--- config.mk ---
export PLATFORM = sky130hd
export DESIGN_NAME = hub75_rx
export DESIGN_NICKNAME = d
export VERILOG_FILES = /design/src/rtl/hub75_pkg.sv /design/src/rtl/hub75_in_sync.sv /design/src/rtl/hub75_rx.sv
export SDC_FILE = /design/constraint.sdc
export NUM_CORES = 1
export LEC_CHECK = 0
export CAP_MARGIN = 20
export CORE_MARGIN = 2
export CORE_UTILIZATION = 55
export CTS_BUF_LIST = sky130_fd_sc_hd__clkbuf_16
export CTS_CLUSTER_SIZE = 20
export DETAILED_ROUTE_END_ITERATION = 8
export PLACE_DENSITY = 0.8
export SYNTH_ARGS = -nofsm -noshare
export SYNTH_HDL_FRONTEND = slang
export SYNTH_HIERARCHICAL = 1
export SYNTH_SLANG_ARGS = --single-unit
--- constraint.sdc ---
create_clock -name clk -period 2.1 [get_ports clk]
set_input_delay 0.315 -clock clk [delete_from_list [all_inputs] [get_ports clk]]
set_output_delay 0.315 -clock clk [all_outputs]
set_load 0.02 [all_outputs]
--- src/rtl/hub75_pkg.sv ---
// Shared constants and types for the HUB75 panel-side receiver.
package hub75_pkg;

  localparam int COLS_DEF = 64;
  localparam int ROWS_DEF = 16;

  localparam int PIX_R = 2;
  localparam int PIX_G = 1;
  localparam int PIX_B = 0;

  localparam int CNT_W = 7;

  // Synchronized data vector layout: {D,C,B,A, R0,G0,B0, R1,G1,B1, OE}
  localparam int BUS_W    = 11;
  localparam int BUS_OE   = 0;
  localparam int BUS_BOT  = 1;
  localparam int BUS_TOP  = 4;
  localparam int BUS_ADDR = 7;

  typedef enum logic {
    ST_IDLE = 1'b0,
    ST_RUN  = 1'b1
  } rx_state_t;

  function automatic int bmp_w(input int cols);
    return 3 * cols;
  endfunction

endpackage

--- src/rtl/hub75_in_sync.sv ---
// Multi-flop synchronizer for the bus data plus the two strobes, with
// registered rising-edge pulses kept aligned to the data they qualify.
module hub75_in_sync #(
  parameter int N      = 11,
  parameter int STAGES = 2
) (
  input  logic         clk,
  input  logic         rst,
  input  logic [N-1:0] data,
  input  logic [1:0]   strobe,
  output logic [N-1:0] data_q,
  output logic [1:0]   rise
);

  logic [N+1:0] stg [STAGES];
  logic [1:0]   strobe_prev;

  always_ff @(posedge clk or negedge rst) begin
    if (!rst) begin
      for (int i = 0; i < STAGES; i++) stg[i] <= '0;
      strobe_prev <= '0;
      data_q      <= '0;
      rise        <= '0;
    end else begin
      stg[0] <= {strobe, data};
      for (int i = 1; i < STAGES; i++) stg[i] <= stg[i-1];
      // edge detect stage: data is registered with its pulse so both stay aligned
      strobe_prev <= stg[STAGES-1][N+1:N];
      data_q      <= stg[STAGES-1][N-1:0];
      rise        <= stg[STAGES-1][N+1:N] & ~strobe_prev;
    end
  end

endmodule

--- src/rtl/hub75_rx.sv ---
// HUB75 panel-side receiver: shifts in one scan row for both halves and
// publishes it on each LAT rise together with protocol-check flags.
module hub75_rx
  import hub75_pkg::*;
#(
  parameter int COLS        = COLS_DEF,
  parameter int ROWS        = ROWS_DEF,
  parameter int SYNC_STAGES = 2
) (
  input  logic                     clk,
  input  logic                     rst,
  input  logic                     A,
  input  logic                     B,
  input  logic                     C,
  input  logic                     D,
  input  logic                     R0,
  input  logic                     G0,
  input  logic                     B0,
  input  logic                     R1,
  input  logic                     G1,
  input  logic                     B1,
  input  logic                     SCLK,
  input  logic                     LAT,
  input  logic                     OE,
  output logic                     row_valid,
  output logic [3:0]               row_addr,
  output logic [bmp_w(COLS)-1:0]   row_top,
  output logic [bmp_w(COLS)-1:0]   row_bot,
  output logic                     len_err,
  output logic                     seq_err,
  output logic                     blank_err,
  output logic                     frame_done,
  output logic [15:0]              frame_cnt
);

  localparam int                BW       = bmp_w(COLS);
  localparam logic [3:0]        LAST_ROW = 4'(ROWS - 1);
  localparam logic [CNT_W-1:0]  CNT_MAX  = {CNT_W{1'b1}};
  localparam logic [CNT_W-1:0]  CNT_ROW  = CNT_W'(COLS);

  logic [BUS_W-1:0] bus_raw;
  logic [BUS_W-1:0] bus_q;
  logic [1:0]       rise;
  logic             sclk_rise;
  logic             lat_rise;

  assign bus_raw = {D, C, B, A, R0, G0, B0, R1, G1, B1, OE};

  hub75_in_sync #(
    .N      (BUS_W),
    .STAGES (SYNC_STAGES)
  ) u_sync (
    .clk    (clk),
    .rst    (rst),
    .data   (bus_raw),
    .strobe ({SCLK, LAT}),
    .data_q (bus_q),
    .rise   (rise)
  );

  assign sclk_rise = rise[1];
  assign lat_rise  = rise[0];

  logic [2:0] top_pix;
  logic [2:0] bot_pix;
  logic [3:0] addr_in;
  logic       oe_q;

  assign top_pix = bus_q[BUS_TOP +: 3];
  assign bot_pix = bus_q[BUS_BOT +: 3];
  assign addr_in = bus_q[BUS_ADDR +: 4];
  assign oe_q    = bus_q[BUS_OE];

  rx_state_t state_q;
  rx_state_t state_d;
  logic      have_prev;

  always_ff @(posedge clk or negedge rst) begin
    if (!rst) state_q <= ST_IDLE;
    else      state_q <= state_d;
  end

  always_comb begin
    state_d = state_q;
    case (state_q)
      ST_IDLE: if (lat_rise) state_d = ST_RUN;
      ST_RUN:  state_d = ST_RUN;
      default: state_d = ST_IDLE;
    endcase
  end

  always_comb begin
    have_prev = 1'b0;
    if (state_q == ST_RUN) have_prev = 1'b1;
  end

  logic [BW-1:0]    top_sr;
  logic [BW-1:0]    bot_sr;
  logic [CNT_W-1:0] bit_cnt;
  logic [3:0]       prev_addr;

  logic [BW-1:0]    top_shift;
  logic [BW-1:0]    bot_shift;
  logic [BW-1:0]    top_row;
  logic [BW-1:0]    bot_row;
  logic [CNT_W-1:0] cnt_inc;
  logic [CNT_W-1:0] cnt_row;
  logic [3:0]       next_addr;

  // A shift coinciding with a latch lands in the row being published.
  always_comb begin
    top_shift = {top_sr[BW-4:0], top_pix};
    bot_shift = {bot_sr[BW-4:0], bot_pix};
    cnt_inc   = (bit_cnt == CNT_MAX) ? bit_cnt : bit_cnt + 1'b1;
    top_row   = sclk_rise ? top_shift : top_sr;
    bot_row   = sclk_rise ? bot_shift : bot_sr;
    cnt_row   = sclk_rise ? cnt_inc : bit_cnt;
    next_addr = (prev_addr == LAST_ROW) ? 4'd0 : prev_addr + 4'd1;
  end

  always_ff @(posedge clk or negedge rst) begin
    if (!rst) begin
      top_sr    <= '0;
      bot_sr    <= '0;
      bit_cnt   <= '0;
      prev_addr <= '0;
    end else begin
      if (sclk_rise) begin
        top_sr <= top_shift;
        bot_sr <= bot_shift;
      end
      if (lat_rise)       bit_cnt <= '0;
      else if (sclk_rise) bit_cnt <= cnt_inc;
      if (lat_rise)       prev_addr <= addr_in;
    end
  end

  // publish stage
  always_ff @(posedge clk or negedge rst) begin
    if (!rst) begin
      row_valid  <= 1'b0;
      len_err    <= 1'b0;
      seq_err    <= 1'b0;
      blank_err  <= 1'b0;
      frame_done <= 1'b0;
      row_addr   <= '0;
      row_top    <= '0;
      row_bot    <= '0;
      frame_cnt  <= '0;
    end else begin
      row_valid  <= lat_rise;
      len_err    <= lat_rise && (cnt_row != CNT_ROW);
      seq_err    <= lat_rise && have_prev && (addr_in != next_addr);
      blank_err  <= lat_rise && !oe_q;
      frame_done <= lat_rise && (addr_in == LAST_ROW);
      if (lat_rise) begin
        row_addr <= addr_in;
        row_top  <= top_row;
        row_bot  <= bot_row;
        if (addr_in == LAST_ROW) frame_cnt <= frame_cnt + 16'd1;
      end
    end
  end

endmodule

Word level (Yosys, flattened, before mapping) --
Cells that the tools add are included.
Operators by class: reduce and logical (&&, ||, !) cells 7, equal/unequal tests 5, multiplexer cells 9, $add $sub $neg 3, bitwise logic cells 3
Operators by type and width (count):
- 192-bit two-way mux | 2
- 7-bit two-way mux | 3
- 16-bit by 1-bit adder with 16-bit output, second input constant | 1
- 4-bit equality test, second input constant | 2
- 7-bit by 1-bit adder with 7-bit output, second input constant | 1
- 7-bit equality test, second input constant | 1
- 7-bit inequality test, second input constant | 1
- 1-bit logical AND | 5
- 4-bit by 1-bit adder with 4-bit output, second input constant | 1
- 4-bit two-way mux | 1
- 4-bit inequality test | 1
- 2-bit bitwise AND | 1
- 1-bit two-way mux | 2
- 2-bit NOT | 1
- 1-bit case mux with 2 select lines | 1
- 2-bit AND reduction | 1
- 1-bit zero test | 1
- 1-bit NOT | 1
Word-level totals: logic and storage cells 45, register bits 842, bits of input ports 15

Longest topological paths before layout --
Gate-level depths: netlist of run 1.
word-level depth 5, depth in mapped cells 6, depth with buffers taken out 5

By module --
Netlist of run 1, hierarchy kept.
Modules (own cells, without submodules):
- hub75_rx | cells each 1761, times used 1, area an instance 30718.2 um^2
- hub75_in_sync | cells each 43, times used 1, area an instance 1053.5 um^2

Worst setup path before layout of run 1 --
OpenSTA, ideal clock, no wires.
kind reg2reg, start point register u_sync.rise[1], end point register row_bot[178], required time 1975 ps, slack 571 ps, stages on the path, launching flop included 6, setup time 125 ps, buffers on the path 3, data arrival time 1404 ps, cell sequence dfrtp_1 > buf_2 > buf_6 > buf_6 > mux2_4 > mux2_2
On the way: longest elaborated chain between the ends 1
Ends and longest elaborated chain:
- from (decl) | line hub75_in_sync.sv:12 | output logic [1:0] rise
- from (signal assigned) | line hub75_in_sync.sv:30 | rise <= stg[STAGES-1][N+1:N] & ~strobe_prev;
- 192-bit two-way mux | line hub75_rx.sv:116 | bot_row = sclk_rise ? bot_shift : bot_sr;
- named net bot_row[178] | line hub75_rx.sv:105 | logic [BW-1:0] bot_row;
- to (signal assigned) | line hub75_rx.sv:159 | row_bot <= bot_row;
- to (decl) | line hub75_rx.sv:28 | output logic [bmp_w(COLS)-1:0] row_bot,
The timed path passes the listed nets, and every way through them passes these cells. A chain may end at the register's enable or synchronous reset.

Final worst setup path of run 1 --
start point register frame_cnt[1], end point output port frame_cnt[1]
RTL lines:
- from (decl) | line hub75_rx.sv:33 | output logic [15:0] frame_cnt
- from (signal assigned) | line hub75_rx.sv:160 | if (addr_in == LAST_ROW) frame_cnt <= frame_cnt + 16'd1;
No word-level cell between the ends.

==> run_results.csv, run 1 <==
group,metric,value,unit
critical_path,path_delay_family,"buffers and inverters",
route,drc,0,
global_routing,antenna_found_initial,3,
cts,h-tree-depth,3,
logic_synthesis,syn_avg_cell_area,17.6,um^2
floorplan,floorplan.initialDensity,55.4,%
route,wirelength,65500,um
sta,period_share,96.7,%
critical_path,cp_num_buf_inv,1,
critical_path,crit_path_start,"frame_cnt[1]",
route,drt_iter0_drc,715,
global_routing,grtUsageTotal,22.4,%
flow_run,cap_violations,0,
route,firstDrtPassIters,4,
logic_synthesis,syn_nets,1822,
finish,final_layout_size_suffix_gt1_share,40.8,%
sta,slew_headroom,60.6,%
critical_path,cp_slowest_stage_delay,0.68,ns
route,ant_nets,0,
logic_synthesis,yosys_register_bits,842,
cts,cts_buffers,85,
floorplan,std_cell_rows,88,
finish,multi_input_area,10100,um^2
critical_path,crit_path_top_delay_cell,"clkdlybuf4s50_1",
place,routabilityCongestion,0.799,
global_routing,grt-ovfl-total,0,
global_routing,grt_pass1_vias,18492,
cts,cts_root_buffer,"clkbuf_16",
critical_path,cp-start-kind,"flop",
route,wl_met2,32100,um
sta,grt_setup_unrepaired,"false",
floorplan,fp.dieW,244,um
cts,clkSinkCount,842,
floorplan,die_h,244,um
finish,nets,2311,
critical_path,worstPathCellList,"clkdlybuf4s50_1",
cts,clk_pin_slew,0.06,ns
sta,timing.fmax,0.492,GHz
route,wl_met3,4020,um
hold_path,min_from,"OE",
logic_synthesis,syn_area,31800,um^2
sta,hold_ws,0.134,ns
sta,fin_setup_tns,0,ns
finish,fillerInstances,3606,
power,leakagePower,19.3,nW
cts,cts_tree,"yes",
finish,fin_cells,3126,
critical_path,crit_type,"reg2out",
critical_path,worstReg2RegStart,"u_sync/rise[1]",
place,dp_cells,2970,
route,wl_met1,27500,um
logic_synthesis,yosysWarnings,6,
global_routing,grt_start_max_net_pins,104,
logic_synthesis,synth_cell_types,39,
floorplan,boundaryPins,424,
power,powerDensity,989,nW/um^2
hold_path,hold_path.class,"in2reg",
sta,period_needed,2.03,ns
logic_synthesis,netlist_instances,1804,
critical_path,path_depth,1,
critical_path,cp.required,1.78,ns
sta,finalHoldViolations,0,
cts,clock_latency,0.62,ns
finish,seq_area,21100,um^2
finish,synthToLayoutAreaGrowth,25.7,%
critical_path,endpoint_kind,"output pin",
logic_synthesis,yosysSeqAreaShare,66.3,%
outcome,status,"finished, final reports clean",
sta,max_slew.worst_pin.slew,0.591,ns
cts,post_cts_buffers,0,
route,wire_per_inst,21.0,um
critical_path,critPathArrivalTime,1.72,ns
floorplan,core,57400,um^2
sta,skew,0.0183,ns
route,viasPerCell,5.31,
place,hpwlAfterDp,44100,um
hold_path,holdPathStages,1,
critical_path,cp_max_fo,5,
global_routing,grt_pass1_wl,105000,um
place,port_buffers,423,
route,routed.top_layer,"met5",
floorplan,dieArea,59700,um^2
sta,finalSetupViolCount,0,
route,via_count,16605,
sta,report.final.slew_viol_count,0,
cts,clockBufferDepth,3,
power,ir_worst_vdd,0.000629,V
critical_path,worst_r2r_path_depth,4,
worst register-to-register path, cell delays in order, from the launching register on:
cell and delay [ns]:
dfrtp_4 0.46, buf_12 0.20, buf_12 0.33, mux2_4 0.42, mux2_2 0.27
cell usage after synthesis (all sizes together):
master	instances	share of area, %
a211oi	3	0.071
a21o	1	0.024
a21oi	3	0.047
a31oi	4	0.079
a41oi	1	0.028
and2	2	0.039
and3	4	0.079
and4	3	0.083
buf	79	1.7
clkbuf	10	0.12
dfrtp	842	66
ha	3	0.12
inv	4	0.047
mux2	771	30
mux2i	1	0.032
nand2	12	0.14
nand3	10	0.16
nand4	4	0.079
nor2	5	0.059
nor2b	3	0.11
nor3	3	0.079
nor4b	1	0.028
o211a	1	0.032
o21ai	4	0.063
o21ba	1	0.032
o22ai	1	0.020
o31ai	1	0.067
o41ai	1	0.028
or2	1	0.020
or3	2	0.039
or4	1	0.024
xnor2	16	0.44
xor2	6	0.17
area by class of cell:
| cell class | instances | area share (%) |
|---|---|---|
| Sequential cell | 842 | 52.8 |
| Multi-Input combinational cell | 869 | 25.4 |
| Timing Repair Buffer | 491 | 12.8 |
| Clock buffer | 86 | 5.39 |
| Tap cell | 765 | 2.40 |
| Clock inverter | 68 | 1.20 |
| Inverter | 4 | 0.0376 |
| Antenna cell | 1 | 0.00627 |
stage by stage:
step           util, %  total power, mW  setup slack (ns)  instance area [um^2]
4_1_cts           69.6             39.9           0.00258                 39900
5_1_grt           69.6             41.1            0.0124                 39900
2_1_floorplan        -             22.3             0.571                 31800
6_report          69.6             39.5            0.0694                 39900
3_3_place_gp      65.0             25.3             0.359                 37300
3_5_place_dp      65.0             25.5             0.318                 37300
worst paths after layout:
check	to	slack, ns
min	u_sync/stg[13]	0.13
max	frame_cnt[1]	0.07
max in group asynchronous	bot_sr[9]	0.98
max reg2reg	row_bot[74]	0.29
min reg2reg	u_sync/stg[11]	0.34
min in group asynchronous	bot_sr[136]	0.20
layer usage:
metal | global-route usage [%] | vias to the layer above
met1 | 29.2 | 8748
li1 | - | 7361
met5 | 0 | -
met2 | 36.5 | 377
met3 | 6.04 | 113
met4 | 7.69 | 6
what timing repair did:
action / CTS / global route
hold buffers: 1 / 0
gates cloned: 0 / 0
setup endpoints to repair: 4 / 3
hold endpoints to repair: 77 / 0
gates resized for setup: 4 / 3
sequential cells by signal, summed over array words and instances (netlist names):
| signal | cells |
|---|---|
| bit_cnt | 7 |
| blank_err | 1 |
| bot_sr | 192 |
| frame_cnt | 16 |
| frame_done | 1 |
| len_err | 1 |
| row_addr | 4 |
| row_bot | 192 |
| row_top | 192 |
| row_valid | 1 |
| seq_err | 1 |
| state_q | 1 |
| top_sr | 192 |
| u_sync/data_q | 11 |
| u_sync/rise | 2 |
| u_sync/stg | 26 |
| u_sync/strobe_prev | 2 |
cell families (layout without fill, tap and decap cells):
group	after synthesis	in the layout	share of synthesized area (%)
mux	772	772	29.7
simple gates	51	51	0.933
fa+ha+maj	3	3	0.118
xor+xnor	22	22	0.606
flops	842	842	66.3
compound gates	21	21	0.488
buf+inv	93	649	1.82
other cells	0	1	0
power by group:
group	internal [mW]	switching (mW)
combinational	3.24	2.95
sequential	17.9	1.13
clock	8.17	6.12
placed cells by master (no fill, tap or decap), types with 5 or more instances in the layout:
| cell type | Yosys | routed |
|---|---|---|
| buf_12 | 0 | 29 |
| buf_4 | 2 | 38 |
| bufinv_16 | 0 | 6 |
| clkbuf_16 | 0 | 86 |
| clkdlybuf4s50_1 | 0 | 415 |
| clkinv_1 | 0 | 22 |
| clkinv_2 | 0 | 16 |
| dfrtp_1 | 842 | 840 |
| inv_1 | 4 | 20 |
| mux2_2 | 571 | 571 |
| mux2_4 | 200 | 200 |
| nand2_1 | 12 | 12 |
| nand3_1 | 10 | 10 |
| nor2_1 | 5 | 5 |
| xnor2_1 | 16 | 16 |
| xor2_1 | 6 | 6 |
No activity file was read; power rests on OpenSTA's default activity.
==> inputs of run 2 (changes only) <==
ABC_CLOCK_PERIOD_IN_PS = 2100   (was default)
CORE_MARGIN = default   (was 2)
==> run_results.csv, run 2 (synthesized netlist as in run 1, its figures left out) <==
group,metric,value,unit
cts,post_cts_buffers,0,
critical_path,cp.required,1.78,ns
floorplan,std_cell_rows,87,
power,powerDensity,995,nW/um^2
sta,timing.fmax,0.498,GHz
global_routing,grt_start_max_net_pins,113,
critical_path,cp_max_fo,5,
finish,antenna_cells,0,
cts,cts_root_buffer,"clkbuf_16",
route,viasPerCell,5.33,
critical_path,crit_path_top_delay_cell,"clkdlybuf4s50_1",
route,drt_iter0_drc,745,
floorplan,core,56700,um^2
power,ir_worst_vdd,0.000773,V
critical_path,critPathArrivalTime,1.69,ns
global_routing,grt-ovfl-total,0,
sta,fin_setup_tns,0,ns
route,ant_nets,0,
global_routing,grt_pass1_wl,106000,um
route,wirelength,65100,um
route,wire_per_inst,21.0,um
sta,finalSetupViolCount,0,
hold_path,hold_path.class,"in2reg",
cts,clk_pin_slew,0.06,ns
critical_path,path_delay_family,"buffers and inverters",
finish,synthToLayoutAreaGrowth,25.8,%
critical_path,cp-start-kind,"flop",
global_routing,antenna_found_initial,2,
finish,fin_cells,3105,
sta,period_needed,2.01,ns
global_routing,grt_pass1_vias,18490,
global_routing,grtUsageTotal,23.0,%
critical_path,crit_type,"reg2out",
sta,period_share,95.7,%
place,dp_cells,2956,
finish,seq_area,21100,um^2
finish,nets,2305,
finish,fillerInstances,3546,
floorplan,fp.dieW,242,um
flow_run,cap_violations,0,
cts,cts_tree,"yes",
sta,slew_headroom,56.4,%
finish,final_util,70.5,%
critical_path,endpoint_kind,"output pin",
floorplan,die_h,242,um
floorplan,dieArea,58700,um^2
place,hpwlAfterDp,44200,um
critical_path,cp_num_buf_inv,1,
power,p_total,39.8,mW
place,dpl_cell_area,37300,um^2
cts,cts_buffers,84,
critical_path,cp_slowest_stage_delay,0.68,ns
floorplan,boundaryPins,424,
finish,fin_area,40000,um^2
finish,final_cell_mix,"dfrtp_1 (840), mux2_2 (571), clkdlybuf4s50_1 (417)",
cts,clock_latency,0.62,ns
sta,max_slew.worst_pin.slew,0.653,ns
place,routabilityCongestion,0.789,
place,dpl_worst_slack,0.349,ns
sta,finalWorstSetupSlack,0.0911,ns
sta,skew,0.0169,ns
sta,grt_setup_unrepaired,"false",
sta,hold_ws,0.136,ns
finish,final_layout_size_suffix_gt1_share,40.7,%
route,firstDrtPassIters,4,
critical_path,worstPathCellList,"clkdlybuf4s50_1",
place,port_buffers,423,
power,leakagePower,19.3,nW
cts,clkSinkCount,842,
cts,h-tree-depth,3,
cts,clockBufferDepth,3,
route,drc,0,
finish,multi_input_area,10100,um^2
outcome,status,"finished, final reports clean",
sta,report.final.slew_viol_count,0,
floorplan,floorplan.initialDensity,56.0,%
critical_path,reg2reg_slack,0.34,ns
sta,finalHoldViolations,0,
finish,final_common_cell,"dfrtp_1",
route,via_count,16540,
run 2: cell types whose count changed in the layout (fill, tap and decap cells not counted), sizes merged:
cell / change
dlygate4sd2: -1
inv: +5
clkdlybuf4s50: +2
diode: -1
bufinv: +3
buf: -5
dlymetal6s2s: -1
clkinv: -14
run 2: cell type report:
class	count	area share, %
sequential	842	52.7
multi-input combinational	869	25.3
timing repair buffer	486	12.8
clock buffer	86	5.38
tap	756	2.37
clock inverter	62	1.32
inverter	4	0.0376
run 2: power by group:
part | internal [mW] | leakage [nW] | switching (mW) | total, mW
combinational | 3.24 | 6.55 | 2.87 | 6.11
clock | 8.51 | 1.39 | 6.05 | 14.6
sequential | 17.9 | 11.4 | 1.20 | 19.1
total | 29.7 | 19.3 | 10.1 | 39.8
run 2: path summary, 6_finish.rpt:
check,from,endpoint,cells after the start
worst max register to register,u_sync/rise[1],row_bot[71],4
worst min register to register,u_sync/stg[20],u_sync/stg[7],0
min in group asynchronous,rst,bot_sr[133],2
max in group asynchronous,rst,row_top[53],4
worst max-delay path,frame_cnt[1],frame_cnt[1],1
worst min-delay path,R0,u_sync/stg[19],1
run 2: timing repair:
item                       4_1_cts  5_1_grt
resized for setup                3        2
setup endpoints to repair        3        2
hold endpoints to repair        35        0
hold buffers                     1        0
run 2: metal layers:
metal / wire length (um) / track usage, %
met1: 27800 / 30.9
met2: 32100 / 37.2
met3: 3440 / 4.95
met4: 1750 / 7.84
met5: 9 / 0
